$ cat src/rtl/pc_fetch_sequencer.sv
// Program-counter and fetch sequencer for the five-stage core: start, sequential fetch, drain, halt and trap.
// Optional fetch performance counters are built only when PERF_CNT_EN is defined.
module pc_fetch_sequencer #(
    parameter logic [31:0] RESET_VECTOR = 32'h0000_0000,
    parameter logic [31:0] END_ADDR     = 32'h0000_0100,
    parameter int unsigned DRAIN_CYCLES = 4
) (
    input  logic        clk,
    input  logic        rst,
    input  logic        start,
    input  logic        PCWrite,
    input  logic [31:0] NextAddr,
    output logic [31:0] PCAddr,
    output logic        Running,
    output logic        Halted,
    output logic        Fault,
    output logic [31:0] CycleCount,
    output logic [31:0] StallCount,
    output logic [31:0] FetchCount
);

    typedef enum logic [2:0] {
        IDLE  = 3'd0,
        RUN   = 3'd1,
        DRAIN = 3'd2,
        HALT  = 3'd3,
        ERROR = 3'd4
    } state_t;

    // Drain counter is loaded with one less than the number of DRAIN cycles; HALT follows the cycle it reads 0.
    localparam logic [3:0] DRAIN_LOAD = 4'(DRAIN_CYCLES - 1);

    state_t      state_reg, state_next;
    logic [31:0] pc_reg, pc_next;
    logic [3:0]  drain_reg, drain_next;
    logic        running_reg, halted_reg, fault_reg;
    logic        clear_cnt, cycle_inc, stall_inc, fetch_inc;

    always_comb begin
        state_next = state_reg;
        pc_next    = pc_reg;
        drain_next = drain_reg;
        clear_cnt  = 1'b0;
        cycle_inc  = 1'b0;
        stall_inc  = 1'b0;
        fetch_inc  = 1'b0;
        case (state_reg)
            IDLE, HALT: begin
                if (start) begin
                    state_next = RUN;
                    pc_next    = RESET_VECTOR;
                    clear_cnt  = 1'b1;
                end
            end
            RUN: begin
                cycle_inc = 1'b1;
                if (!PCWrite) begin
                    stall_inc = 1'b1;
                end else if (NextAddr[1:0] != 2'b00) begin
                    state_next = ERROR;
                    pc_next    = END_ADDR;
                end else if (NextAddr >= END_ADDR) begin
                    state_next = DRAIN;
                    pc_next    = END_ADDR;
                    drain_next = DRAIN_LOAD;
                end else begin
                    pc_next   = NextAddr;
                    fetch_inc = 1'b1;
                end
            end
            DRAIN: begin
                cycle_inc = 1'b1;
                pc_next   = END_ADDR;
                if (drain_reg == 4'd0) begin
                    state_next = HALT;
                end else begin
                    drain_next = drain_reg - 4'd1;
                end
            end
            ERROR: begin
                pc_next = END_ADDR;
            end
            default: begin
                state_next = IDLE;
                pc_next    = END_ADDR;
            end
        endcase
    end

    // Status flags are registered from the next state so they line up with the state register.
    always_ff @(posedge clk or posedge rst) begin
        if (rst) begin
            state_reg   <= IDLE;
            pc_reg      <= END_ADDR;
            drain_reg   <= 4'd0;
            running_reg <= 1'b0;
            halted_reg  <= 1'b0;
            fault_reg   <= 1'b0;
        end else begin
            state_reg   <= state_next;
            pc_reg      <= pc_next;
            drain_reg   <= drain_next;
            running_reg <= (state_next == RUN);
            halted_reg  <= (state_next == HALT);
            fault_reg   <= (state_next == ERROR);
        end
    end

    assign PCAddr  = pc_reg;
    assign Running = running_reg;
    assign Halted  = halted_reg;
    assign Fault   = fault_reg;

`ifdef PERF_CNT_EN
    logic [31:0] cnt_reg [3];
    logic [2:0]  cnt_inc;

    assign cnt_inc = {fetch_inc, stall_inc, cycle_inc};

    // Counters saturate at all-ones rather than wrapping.
    always_ff @(posedge clk or posedge rst) begin
        if (rst) begin
            for (int i = 0; i < 3; i++) cnt_reg[i] <= 32'h0;
        end else if (clear_cnt) begin
            for (int i = 0; i < 3; i++) cnt_reg[i] <= 32'h0;
        end else begin
            for (int i = 0; i < 3; i++) begin
                if (cnt_inc[i] && (cnt_reg[i] != 32'hFFFF_FFFF)) begin
                    cnt_reg[i] <= cnt_reg[i] + 32'd1;
                end
            end
        end
    end

    assign CycleCount = cnt_reg[0];
    assign StallCount = cnt_reg[1];
    assign FetchCount = cnt_reg[2];
`else
    logic unused_cnt;
    assign unused_cnt = ^{clear_cnt, cycle_inc, stall_inc, fetch_inc};
    assign CycleCount = 32'h0;
    assign StallCount = 32'h0;
    assign FetchCount = 32'h0;
`endif

endmodule
$ cat config.mk
export PLATFORM = sky130hd
export DESIGN_NAME = pc_fetch_sequencer
export DESIGN_NICKNAME = d
export VERILOG_FILES = /design/src/rtl/pc_fetch_sequencer.sv
export SDC_FILE = /design/constraint.sdc
export NUM_CORES = 1
export LEC_CHECK = 0
export BUFFER_PORTS_ARGS = -buffer_cell sky130_fd_sc_hd__buf_2
export CORE_MARGIN = 1.5
export CORE_UTILIZATION = 25
export DETAILED_ROUTE_END_ITERATION = 10
export GPL_TIMING_DRIVEN = 0
export PLACE_DENSITY = 0.58
export SYNTH_ARGS = -nofsm -noshare
export SYNTH_HDL_FRONTEND = slang
export SYNTH_SLANG_ARGS = --single-unit
$ cat constraint.sdc
create_clock -name clk -period 2.1 [get_ports clk]
set_input_delay 0.42 -clock clk [delete_from_list [all_inputs] [get_ports clk]]
set_output_delay 0.42 -clock clk [all_outputs]
set_load 0.05 [all_outputs]
== Yosys cells after proc, flatten, opt, wreduce, memory -nomap -nowiden ==
Cells that the tools add are included.
Widths: inputs -> output; s select.

* Add/subtract/negate cells: 1
* $lt $le $gt $ge: 1
* Equal/unequal tests: 12
* Muxes and demuxes: 16
* Reduce and logical (&&, ||, !) cells: 7

{| class="wikitable"
|+ Operator list
! cell !! count
|-
| $mux 32 || 4
|-
| $pmux 32 s2 || 1
|-
| $ge 32x9->1 const B || 1
|-
| $mux 4 || 4
|-
| $mux 3 || 5
|-
| $pmux 3 s4 || 1
|-
| $ne 2x2->1 const B || 5
|-
| $eq 3x2->1 const B || 3
|-
| $pmux 4 s2 || 1
|-
| $eq 3x1->1 const B || 2
|-
| $eq 3x3->1 const B || 2
|-
| $reduce_and 5->1 || 1
|-
| $logic_not 4->1 || 1
|-
| $reduce_bool 2->1 || 2
|-
| $sub 4x1->4 const B || 1
|-
| $logic_not 3->1 || 1
|-
| $reduce_and 2->1 || 1
|-
| $reduce_or 2->1 || 1
|}

* Register bits: 42
* Bits of input ports: 36
* Output and inout bits: 131
* Word-level logic and storage cells: 43

== Longest topological paths before layout ==
* Depth in word-level cells: 6
* Gate-level depth with buffers: 7
* Depth with buffers taken out: 7

== Worst setup path before layout ==
OpenSTA, ideal clock, no wires.

* Kind: register -> register
* Start point: reg drain_reg[0]
* End point: reg drain_reg[0]
* Library setup time: 0.127 ns
* Arrival time: 1.614 ns
* Required time: 1.973 ns
* Setup slack: 0.359 ns
* Cell stages (with the launch flop): 7
* Buffers on the path: 0
* Period minus slack after synthesis: 1.741 ns
* Path through: dfrtp_1 -> inv_1 -> ha_1 -> or3b_1 -> a32oi_1 -> a311oi_2 -> mux2_1

* Longest elaborated chain between the ends: 3
* Elaborated cells between the ends (all ways): 6
* Classes of those cells: add/sub: 1; eq/ne: 1; mux: 2; reduce/logical: 2

{| class="wikitable"
|+ RTL lines
! element !! line !! RTL
|-
| start, declared || 35 || <nowiki>logic [3:0] drain_reg, drain_next;</nowiki>
|-
| start signal, assigned || 102 || <nowiki>drain_reg <= drain_next;</nowiki>
|-
| $sub 4x1->4 or $logic_not 4->1 (tied branches) || 77, 74 ||
|-
| $mux 4 or $ne 2x2->1 (tied branches) || n/a ||
|-
| $pmux 4 s2 or $reduce_and 5->1 (tied branches) || n/a ||
|}

Several ways; a longest one is shown, not always the timed one. The select of a mux whose other input is x is not followed.
A chain may end at the register's enable or synchronous reset.

== Worst setup path after layout ==
Same ends and word-level chain as after synthesis.

==> out/results.tsv <==
metric	value	unit
wirelength	5.04	mm
post-route-util	35.7	%
gp_congestion	0.801	
critPathArrivalTime	2.07	ns
worst_setup_path_end_kind	register	
num_vias	1835	
timing_hold_violations_final	0	
yosys_warnings	0	
first_global_vias	1606	
postCtsSetupRepairBufs	0	
maxCapViolCount	0	
worst_setup_path_start_kind	register	
slew_viol_final	0	
critPathKind	register to register	
ctsResizeCount	0	
cts_tree	yes	
die_area	10500	um^2
ir_worst_vdd	0.245	mV
worst-endpoint-required	2.28	ns
cts_root_buffer	sky130_fd_sc_hd__clkbuf_8	
largest_reg_flops	32	
timing.fmax	527	MHz
synth-seq-area-share	42.3	%
die_y	103	um
power.leakage	0.00207	uW
die_w	103	um
cts_max_level	2	
numPortBuffers	70	
clock-skew-final	0.0103	ns
power_density	776	nW/um^2
synth_seq_cells	42	
antenna_found_initial	0	
number_of_buffers_created_by_cts	5	
floorplan.initialDensity	25.7	%
setup_repair_after_global_routing_missed_its_margin	false	
finalSetupViolCount	0	
fillerInstances	1020	
synthArstFlopShare	100	%
setup_tns_after_final_layout	0	ns
cts.hold.buffers_added	0	
place.detailed.hpwl	3.97	mm
synthFlopType	sky130_fd_sc_hd__dfrtp_1	
worstPathMaxFanout	5	
cts.sinks	42	
drtPass1Iterations	4	
syn_area	2480	um^2
boundaryPins	167	
viasPerCell	3.34	
drt_drc_violations_left	0	
core.rowCount	36	
syn_inst	243	
synth_edf_count	0	
antenna_cells_inserted	0	
synth_cell_types	38	
min_period_over_period	90.3	%
gr-usage-all-layers	9.31	%
run_status	finished clean	
antenna_left	0	
final.min_clock_period	1.90	ns
grt_pass1_wl	7.55	mm
clk-insertion-delay-late	0.29	ns
floorplan.core_area	9680	um^2
worst_hold_path_type	primary input to async pin	
grt_start_max_net_pins	43	
buffer_levels_on_the_longest_clock_path	2	
routed_wire_length_per_instance	9.17	um
syn_to_final_growth	39.3	%
post_synth.cell_area_avg	10.2	um^2
num-nets-final	454	
drt_iter0_markers	46	
worst_setup_hold_path_clk_slew	0.09	ns
global_route.overflow_total	0	
drive_gt1_share	45.6	%
## stage by stage
stage                     instance area (um^2)  hold slack [ns]  setup slack (ns)  total power, uW  instances
after floorplan                           2840            0.494             0.359             2000        338
after global placement                    3360            0.464            0.0915             2180        541
after detailed placement                  3380            0.468             0.191             2200        542
after CTS                                 3460            0.143             0.197             2730        550
after global routing                      3460            0.151            0.0933             2880        550
final                                     3460            0.144             0.204             2690        550
## cell usage in the layout (no fill, tap or decap), types with 3 or more instances in the layout
| cell type | instances |
|---|---|
| sky130_fd_sc_hd__a21oi_1 | 5 |
| sky130_fd_sc_hd__a22o_1 | 6 |
| sky130_fd_sc_hd__and2_1 | 25 |
| sky130_fd_sc_hd__buf_2 | 70 |
| sky130_fd_sc_hd__buf_4 | 97 |
| sky130_fd_sc_hd__buf_6 | 4 |
| sky130_fd_sc_hd__clkbuf_8 | 5 |
| sky130_fd_sc_hd__conb_1 | 96 |
| sky130_fd_sc_hd__dfrtp_1 | 41 |
| sky130_fd_sc_hd__inv_1 | 3 |
| sky130_fd_sc_hd__nand2_1 | 8 |
| sky130_fd_sc_hd__nand3b_1 | 3 |
| sky130_fd_sc_hd__nor2_1 | 7 |
| sky130_fd_sc_hd__nor3_1 | 6 |
| sky130_fd_sc_hd__nor4_1 | 5 |
| sky130_fd_sc_hd__o31ai_1 | 3 |
## final timing paths
| path | cells past startpoint | to | slack (ns) | startpoint |
|---|---|---|---|---|
| max reg2reg | 6 | drain_reg[0] | 0.20 | drain_reg[0] |
| max in group asynchronous | 3 | PCAddr[8] | 1.69 | rst |
| min | 3 | PCAddr[18] | 0.14 | rst |
| max | 6 | drain_reg[0] | 0.20 | drain_reg[0] |
| min in group clk | 2 | PCAddr[2] | 0.34 | NextAddr[2] |
| min reg2reg | 1 | PCAddr[28] | 0.48 | PCAddr[28] |
## cell families (layout without fill, tap and decap cells)
kind of cell	after synthesis	after routing	share of synthesized area [%]
and+or+nand+nor	68	68	16.7
muxes	2	2	0.856
adders and majority gates	2	2	1.01
DFF	42	42	42.3
other	1	96	0.151
AOI/OAI and AO/OA	22	22	7.05
buffers and inverters	106	185	31.9
## layer usage
| layer | GRT usage (%) | share of wire, % | vias to the layer above |
|---|---|---|---|
| li1 | - | - | 946 |
| met1 | 11.2 | 41 | 808 |
| met2 | 16.1 | 51 | 79 |
| met3 | 2.58 | 7.2 | 2 |
| met4 | 3.06 | 0.83 | 0 |
| met5 | 0 | 0 | - |
## synthesized netlist by cell type (all sizes together) (3+ instances only)
cell    number  area, um^2
o31ai        3        22.5
nand3b       3        22.5
buf        101         773
nor4         5        31.3
nand2        8        30.0
a22o         6        52.6
nor3         6        30.0
a21oi        6        41.3
inv          5        18.8
dfrtp       41        1030
and2        25         156
nor2         9        48.8
## worst max-delay path: stages (launching register included)
cell                       delay [ns]
sky130_fd_sc_hd__dfrtp_1         0.41
sky130_fd_sc_hd__inv_1           0.09
sky130_fd_sc_hd__ha_1            0.13
sky130_fd_sc_hd__or3b_1          0.38
sky130_fd_sc_hd__a32oi_1         0.29
sky130_fd_sc_hd__a311oi_2        0.13
sky130_fd_sc_hd__mux2_1          0.34
## where the power goes
part / switching, uW / total (uW) / internal (uW) / leakage (uW)
Combinational: 833 / 1210 / 381 / 0.00145
Sequential: 61.6 / 958 / 897 / 0.000567
Clock: 283 / 514 / 231 / 0.0000450
## final cells by class
| cell class | count | area [um^2] | share of cell area [%] |
|---|---|---|---|
| Sequential cell | 42 | 1050 | 30.4 |
| Clock buffer | 6 | 72.6 | 2.10 |
| Tap cell | 133 | 166 | 4.81 |
| Buffer | 101 | 773 | 22.3 |
| Clock inverter | 2 | 10.0 | 0.289 |
| Timing Repair Buffer | 71 | 370 | 10.7 |
| Multi-Input combinational cell | 190 | 997 | 28.8 |
| Inverter | 5 | 18.8 | 0.542 |
Power figures use the tool's default switching activity.
